==> src/rtl/ram_dp_sync_param.sv <==
// Parametrised synchronous simple-dual-port RAM: one write port and one read port on one clock.
// After reset the array is cleared by a sweep of DEPTH cycles, during which accesses are ignored.
// Reads have a latency of 1 cycle, or 2 cycles with OUT_REG. rd_valid marks each new result.
// Same-address read-during-write returns old data (RDW_MODE=0) or the incoming data (RDW_MODE=1).
// Addresses >= DEPTH never touch the array; they raise a one-cycle addr_err pulse.
module ram_dp_sync_param #(
  parameter int unsigned WIDTH    = 8,
  parameter int unsigned DEPTH    = 16,
  parameter int unsigned ADDR_W   = 4,
  parameter int unsigned RDW_MODE = 0,
  parameter int unsigned OUT_REG  = 0
) (
  input  logic              clk,
  input  logic              rst,
  input  logic              We,
  input  logic [ADDR_W-1:0] Wr_addr,
  input  logic [WIDTH-1:0]  data_in,
  input  logic              Re,
  input  logic [ADDR_W-1:0] Rd_addr,
  output logic [WIDTH-1:0]  data_out,
  output logic              rd_valid,
  output logic              init_busy,
  output logic              addr_err
);

  // The array index only needs enough bits for DEPTH entries. In-range addresses fit in it.
  localparam int unsigned   IdxW     = (DEPTH > 1) ? $clog2(DEPTH) : 1;
  localparam logic [ADDR_W:0]   DepthL   = (ADDR_W + 1)'(DEPTH);
  localparam logic [ADDR_W-1:0] LastAddr = ADDR_W'(DEPTH - 1);

  typedef enum logic {StInit, StReady} state_e;

  state_e            state_q;
  logic [ADDR_W-1:0] cnt_q;
  logic              init_busy_q;

  logic [WIDTH-1:0]  mem_q [DEPTH];

  logic              ready;
  logic              wr_ok;
  logic              rd_ok;
  logic              rd_fire;
  logic [WIDTH-1:0]  rd_word;

  logic              mem_we;
  logic [IdxW-1:0]   mem_waddr;
  logic [WIDTH-1:0]  mem_wdata;

  logic              v1_q;
  logic [WIDTH-1:0]  d1_q;
  logic              err_q;

  assign ready   = (state_q == StReady);
  assign wr_ok   = ({1'b0, Wr_addr} < DepthL);
  assign rd_ok   = ({1'b0, Rd_addr} < DepthL);
  assign rd_fire = ready && Re;

  // Clear-sweep FSM: counts through every address once, then enables accesses.
  always_ff @(posedge clk or negedge rst) begin
    if (!rst) begin
      state_q     <= StInit;
      cnt_q       <= '0;
      init_busy_q <= 1'b1;
    end else begin
      case (state_q)
        StInit: begin
          cnt_q <= cnt_q + ADDR_W'(1);
          if (cnt_q == LastAddr) begin
            state_q     <= StReady;
            init_busy_q <= 1'b0;
            cnt_q       <= '0;
          end
        end
        StReady: begin
          state_q <= StReady;
        end
        default: begin
          state_q <= StInit;
        end
      endcase
    end
  end

  // Array write port: the sweep owns it during init, the user port afterwards.
  always_comb begin
    mem_we    = 1'b0;
    mem_waddr = cnt_q[IdxW-1:0];
    mem_wdata = '0;
    if (!ready) begin
      mem_we = 1'b1;
    end else if (We && wr_ok) begin
      mem_we    = 1'b1;
      mem_waddr = Wr_addr[IdxW-1:0];
      mem_wdata = data_in;
    end
  end

  // Array storage; deliberately not reset, the sweep clears it instead.
  always_ff @(posedge clk) begin
    if (mem_we) begin
      mem_q[mem_waddr] <= mem_wdata;
    end
  end

  // Read word selection, including the out-of-range zero and the same-address bypass.
  always_comb begin
    rd_word = '0;
    if (rd_ok) begin
      if ((RDW_MODE != 0) && We && (Wr_addr == Rd_addr)) begin
        rd_word = data_in;
      end else begin
        rd_word = mem_q[Rd_addr[IdxW-1:0]];
      end
    end
  end

  // First read stage and address error strobe; data holds when no read fires.
  always_ff @(posedge clk or negedge rst) begin
    if (!rst) begin
      v1_q  <= 1'b0;
      d1_q  <= '0;
      err_q <= 1'b0;
    end else begin
      v1_q  <= rd_fire;
      err_q <= ready && ((We && !wr_ok) || (Re && !rd_ok));
      if (rd_fire) begin
        d1_q <= rd_word;
      end
    end
  end

  if (OUT_REG != 0) begin : g_out_reg
    logic             v2_q;
    logic [WIDTH-1:0] d2_q;

    // Optional output stage; forwards each result one cycle later and holds otherwise.
    always_ff @(posedge clk or negedge rst) begin
      if (!rst) begin
        v2_q <= 1'b0;
        d2_q <= '0;
      end else begin
        v2_q <= v1_q;
        if (v1_q) begin
          d2_q <= d1_q;
        end
      end
    end

    assign data_out = d2_q;
    assign rd_valid = v2_q;
  end else begin : g_no_out_reg
    assign data_out = d1_q;
    assign rd_valid = v1_q;
  end

  assign init_busy = init_busy_q;
  assign addr_err  = err_q;

endmodule

==> config.mk <==
export PLATFORM = sky130hd
export DESIGN_NAME = ram_dp_sync_param
export DESIGN_NICKNAME = d
export VERILOG_FILES = /design/src/rtl/ram_dp_sync_param.sv
export SDC_FILE = /design/constraint.sdc
export NUM_CORES = 1
export LEC_CHECK = 0
export CAP_MARGIN = 10
export CORE_MARGIN = 1
export CORE_UTILIZATION = 25
export CTS_CLUSTER_DIAMETER = 150
export DETAILED_ROUTE_END_ITERATION = 6
export HOLD_SLACK_MARGIN = 0.03
export PLACE_DENSITY = 0.43
export SLEW_MARGIN = 10
export SYNTH_ARGS = -nofsm -noshare
export SYNTH_HDL_FRONTEND = slang
export SYNTH_SLANG_ARGS = --single-unit
==> constraint.sdc <==
create_clock -name clk -period 3.1 [get_ports clk]
set_clock_uncertainty 0.15 [all_clocks]
set_input_delay 0.465 -clock clk [delete_from_list [all_inputs] [get_ports clk]]
set_output_delay 0.465 -clock clk [all_outputs]
set_load 0.005 [all_outputs]
# --- After elaboration in Yosys (flattened, before gate mapping) ---
# Memories as Yosys holds them, arrays and structs flattened. A register that Yosys moved wholly into a read port is not among the register bits.
# Index checks and enable logic that the tools add are counted.
totals:
  reg_bits: 7
  mem_bits_rw: 128
  input_bits: 20
  output_inout_bits: 11
  wordCells: 22
  n_memories: 1
op_classes:
  addsub: 1
  eq_ne: 1
  muxes: 11
  bitwise: 1
  n_reduce_logical: 3
memory_table:
  columns: ["memory", "depth", "word_bits", "rd", "rd_clocked_by_memory_dff", "write_ports", "line_no", "source"]
  rows:
  - ["mem_q", 16, 8, 1, 1, 1, "37", "logic [WIDTH-1:0] mem_q [DEPTH];"]
ops:
  columns: ["op", "count"]
  rows:
  - ["$mux 8", 2]
  - ["$mux 4", 3]
  - ["$mux 1", 5]
  - ["$add 4x1->4 const B", 1]
  - ["$eq 4x4->1 const B", 1]
  - ["$pmux 1 s2", 1]
  - ["$reduce_and 2->1", 1]
  - ["$logic_and 1x1->1", 1]
  - ["$logic_not 1->1", 1]
  - ["$not 1->1", 1]

# --- Longest topological paths before layout ---
depth:
  ltp_word: 4
  depth_mapped: 6
  depth_no_buf: 4

# --- Worst setup path after synthesis ---
# No wires, ideal clock.
synth_path:
  path_kind: "input to register"
  from: "input We"
  to: "memory mem_q[2][0] (enable)"
  setup_time_ns: 0.370
  t_arrival_ns: 1.292
  t_required_ns: 2.580
  setup_slack_ns: 1.288
  path_stages: 4
  path_buffers: 0
  cell_sequence: "nand2_1 > nor3b_1 > a31oi_1 > nor2_1"
synth_between:
  elab_chain_cells: 4
  elab_cells_between_ends: 6
  cone_classes: "6 x mux"
synth_rtl:
  columns: ["element", "line_no", "source"]
  rows:
  - ["start: declaration", "15", "input logic We,"]
  - ["$mux 1", "91", "end else if (We && wr_ok) begin"]
  - ["$mux 1", "89", "if (!ready) begin"]
  - ["$mux 1", "100", "if (mem_we) begin"]
  - ["$mux 1 (not written as such)", "101", "mem_q[mem_waddr] <= mem_wdata;"]
  - ["end: declaration", "37", null]
# Several ways; a longest one is shown, not always the timed one.

# --- Worst setup path after layout ---
layout_path:
  from: "register state_q, in the netlist ready"
  to: "memory mem_q[6][1] (enable)"
layout_between:
  elab_chain_cells: 3
  elab_cells_between_ends: 4
  cone_classes: "4 x mux"
layout_rtl:
  columns: ["element", "line_no", "source"]
  rows:
  - ["start: declaration", "33", "state_e state_q;"]
  - ["start signal: assignment", "61", "state_q <= StInit;"]
  - ["start signal: assignment", "69", "state_q <= StReady;"]
  - ["start signal: assignment", "75", "state_q <= StReady;"]
  - ["$mux 1", "89", null]
  - ["$mux 1", "100", null]
  - ["$mux 1 (not written as such)", "101", null]
# Several ways; a longest one is shown, not always the timed one.

==> impl_metrics.json <==
{
  "final_antenna_net_count": 0,
  "final_nets": 448,
  "globalRouteOverflowTotal": 0,
  "syn_area_per_cell_um2": 15.54,
  "grt_antenna_before_repair": 0,
  "grt_pass1_wl_um": 20910,
  "place.detailed.hpwl_um": 9332,
  "num_vias": 3302,
  "ios": 31,
  "firstDrtPassIters": 4,
  "arrival_ps": 2180,
  "gp_congestion": 0.8222,
  "hold_depth": 1,
  "dieArea_mm2": 0.02374,
  "rsz0062_at_grt": "false",
  "slew_headroom": 0.4115,
  "final_util": 0.3131,
  "clock_path_buffers": 2,
  "clk_latency_ps": 420,
  "worstRegToRegCells": 4,
  "yosys_warnings": 0,
  "drive_gt1_frac": 0.1273,
  "fmax_mhz": 438.3,
  "startpoint": "ready$_DFF_PN0_",
  "min_path_type": "reg -> reg",
  "crit_end": "mem_q[6][1]$_DFFE_PP_",
  "drv_slew": 0,
  "reg2reg_to": "mem_q[6][1]$_DFFE_PP_",
  "critPathLaunchType": "flop",
  "ys_seq_area_frac": 0.7299,
  "drtIter0Drc": 157,
  "rows": 55,
  "htreeDepth": 4,
  "numCtsBuffers": 17,
  "period_needed_ps": 2282,
  "rr_startpoint": "ready$_DFF_PN0_",
  "port_buffers": 29,
  "synthDistinctLibCells": 35,
  "wl_per_cell_um": 19.07,
  "initial_core_util": 0.2554,
  "fin_crit_sh": 0.7360,
  "critPathMaxFanout": 10,
  "core_area_mm2": 0.02264,
  "cts_sinks": 143,
  "critPathKind": "reg -> reg",
  "area_growth_pct": 22.61,
  "root_buffer": "clkbuf_16",
  "synthesis.nets": 393,
  "report.final.hold_viol_count": 0,
  "tightest_slew_ps": 880.0,
  "die-height_um": 154.1,
  "r2r_setup_slack_ps": 820,
  "cts_resized": 0,
  "syn-cell-area_mm2": 0.005782,
  "critPathCaptureType": "flop",
  "cp.required_ps": 3000,
  "power.leakage_uw": 0.002707,
  "power.density_mw_per_mm2": 621.1,
  "cts_setup_buffers": 0,
  "drc_errors": 0,
  "outcome": "completed",
  "n_antenna_cell": 0,
  "routed_wl_um": 13820,
  "ys_ff_latch": 143,
  "clkTransAtPathRegs_ps": 50,
  "cts_tree": "yes",
  "setup_viol": 0,
  "cap_violations": 0,
  "grt_usage": 0.1250,
  "vias_per_cell": 4.554,
  "ctsHoldBuffers": 0,
  "die_width_um": 154.1,
  "grt_pass1_vias": 3362,
  "ir_worst_vdd_mv": 0.3871,
  "synth_cells": 372,
  "fin_tns_setup_ps": 0,
  "grt_max_degree": 33
}
sequential cells by signal (all words and copies together) (netlist names):
signal     count
mem_q        128
init_busy      1
data_out       8
ready          1
cnt_q          4
rd_valid       1
cell type report:
cell class,count,area (um2)
sequential,143,4220
fill,2201,15550
timing repair buffer,54,500.5
multi-input combinational,208,1411
clock buffer,26,509.2
tap,285,356.6
clock inverter,6,80.08
inverter,3,11.26
cells in the mapped netlist (all sizes together):
| cell | instances | area share |
|---|---|---|
| a41oi | 1 | 0.0015 |
| conb | 1 | 0.00065 |
| and2 | 1 | 0.0011 |
| nand3 | 19 | 0.016 |
| nor2 | 21 | 0.014 |
| clkbuf | 2 | 0.0013 |
| nor3b | 3 | 0.0039 |
| xnor2 | 1 | 0.0015 |
| a21oi | 10 | 0.0087 |
| and3 | 8 | 0.0087 |
| o41ai | 1 | 0.0015 |
| nand4 | 6 | 0.0065 |
| a31oi | 6 | 0.0065 |
| inv | 3 | 0.0019 |
| a22oi | 18 | 0.023 |
| dfrtp | 14 | 0.061 |
| mux2i | 64 | 0.11 |
| nor2b | 4 | 0.0043 |
| o21a | 1 | 0.0013 |
| nand2b | 2 | 0.0022 |
| nor3 | 2 | 0.0017 |
| mux2 | 1 | 0.0019 |
| dfstp | 1 | 0.0045 |
| buf | 16 | 0.023 |
| nand2 | 34 | 0.022 |
| o21ai | 2 | 0.0017 |
| edfxtp | 128 | 0.66 |
| ha | 1 | 0.0022 |
| a31o | 1 | 0.0015 |
critical path: stages (launching register included):
cell and delay (ps):
dfrtp_1 530, nand2_1 240, nor3b_1 270, a31oi_1 150, nor2_1 580
power breakdown:
part,internal [uW],switching [uW]
sequential,2130,12.4
clock,1280,714
combinational,111,156
total,3520,882
how the worst min path moves through the flow:
stage / start / end / slack (ps)
after floorplan: rst / cnt_q[0]$_DFFE_PN0N_ / 20
after global placement: init_busy$_DFFE_PN1P_ / init_busy$_DFFE_PN1P_ / 300
after detailed placement: init_busy$_DFFE_PN1P_ / init_busy$_DFFE_PN1P_ / 300
after CTS: init_busy$_DFFE_PN1P_ / init_busy$_DFFE_PN1P_ / 310
after global routing: init_busy$_DFFE_PN1P_ / init_busy$_DFFE_PN1P_ / 340
final: init_busy$_DFFE_PN1P_ / init_busy$_DFFE_PN1P_ / 310
metrics by stage:
| stage | setup WS [ps] | std cells | instance area [um2] | hold WS, ps | total power [uW] |
|---|---|---|---|---|---|
| finish | 818.5 | 725 | 7089 | 306.3 | 4403 |
| global route | 615.9 | 725 | 7089 | 335.2 | 4542 |
| CTS | 799.5 | 725 | 7089 | 309.9 | 4454 |
| detailed placement | 452.1 | 693 | 6500 | 301.1 | 2447 |
| global placement | 488.8 | 693 | 6500 | 298.0 | 2446 |
| floorplan | 1288 | 372 | 5782 | 19.41 | 2308 |
placed cells by master (no fill, tap or decap), drive strengths merged, types with 8 or more instances in the layout:
master	synthesis	routed
clkdlybuf4s50	0	28
mux2i	64	64
buf	16	26
a21oi	10	10
nand2	34	34
clkbuf	2	26
dfrtp	14	14
nand3	19	19
a22oi	18	18
edfxtp	128	128
and3	8	8
nor2	21	21
kinds of logic (layout without fill, tap and decap cells):
kind of cell / count (synthesis) / after routing / share of synthesized area
flops: 143 / 143 / 0.7299
simple gates: 100 / 100 / 0.08094
mux: 65 / 65 / 0.1127
compound gates: 40 / 40 / 0.04609
buf+inv: 21 / 89 / 0.02597
fa+ha+maj: 1 / 1 / 0.002164
other cells: 1 / 1 / 0.0006486
xor+xnor: 1 / 1 / 0.001515
metal layers:
layer / part of all wire / up-vias / track usage
met5: 0 / - / 0
met4: 0.024 / 0 / 0.05714
met3: 0.034 / 25 / 0.03072
met2: 0.46 / 76 / 0.1942
met1: 0.48 / 1668 / 0.1643
li1: - / 1533 / -
Note: power is estimated with default switching activity, not from simulation.
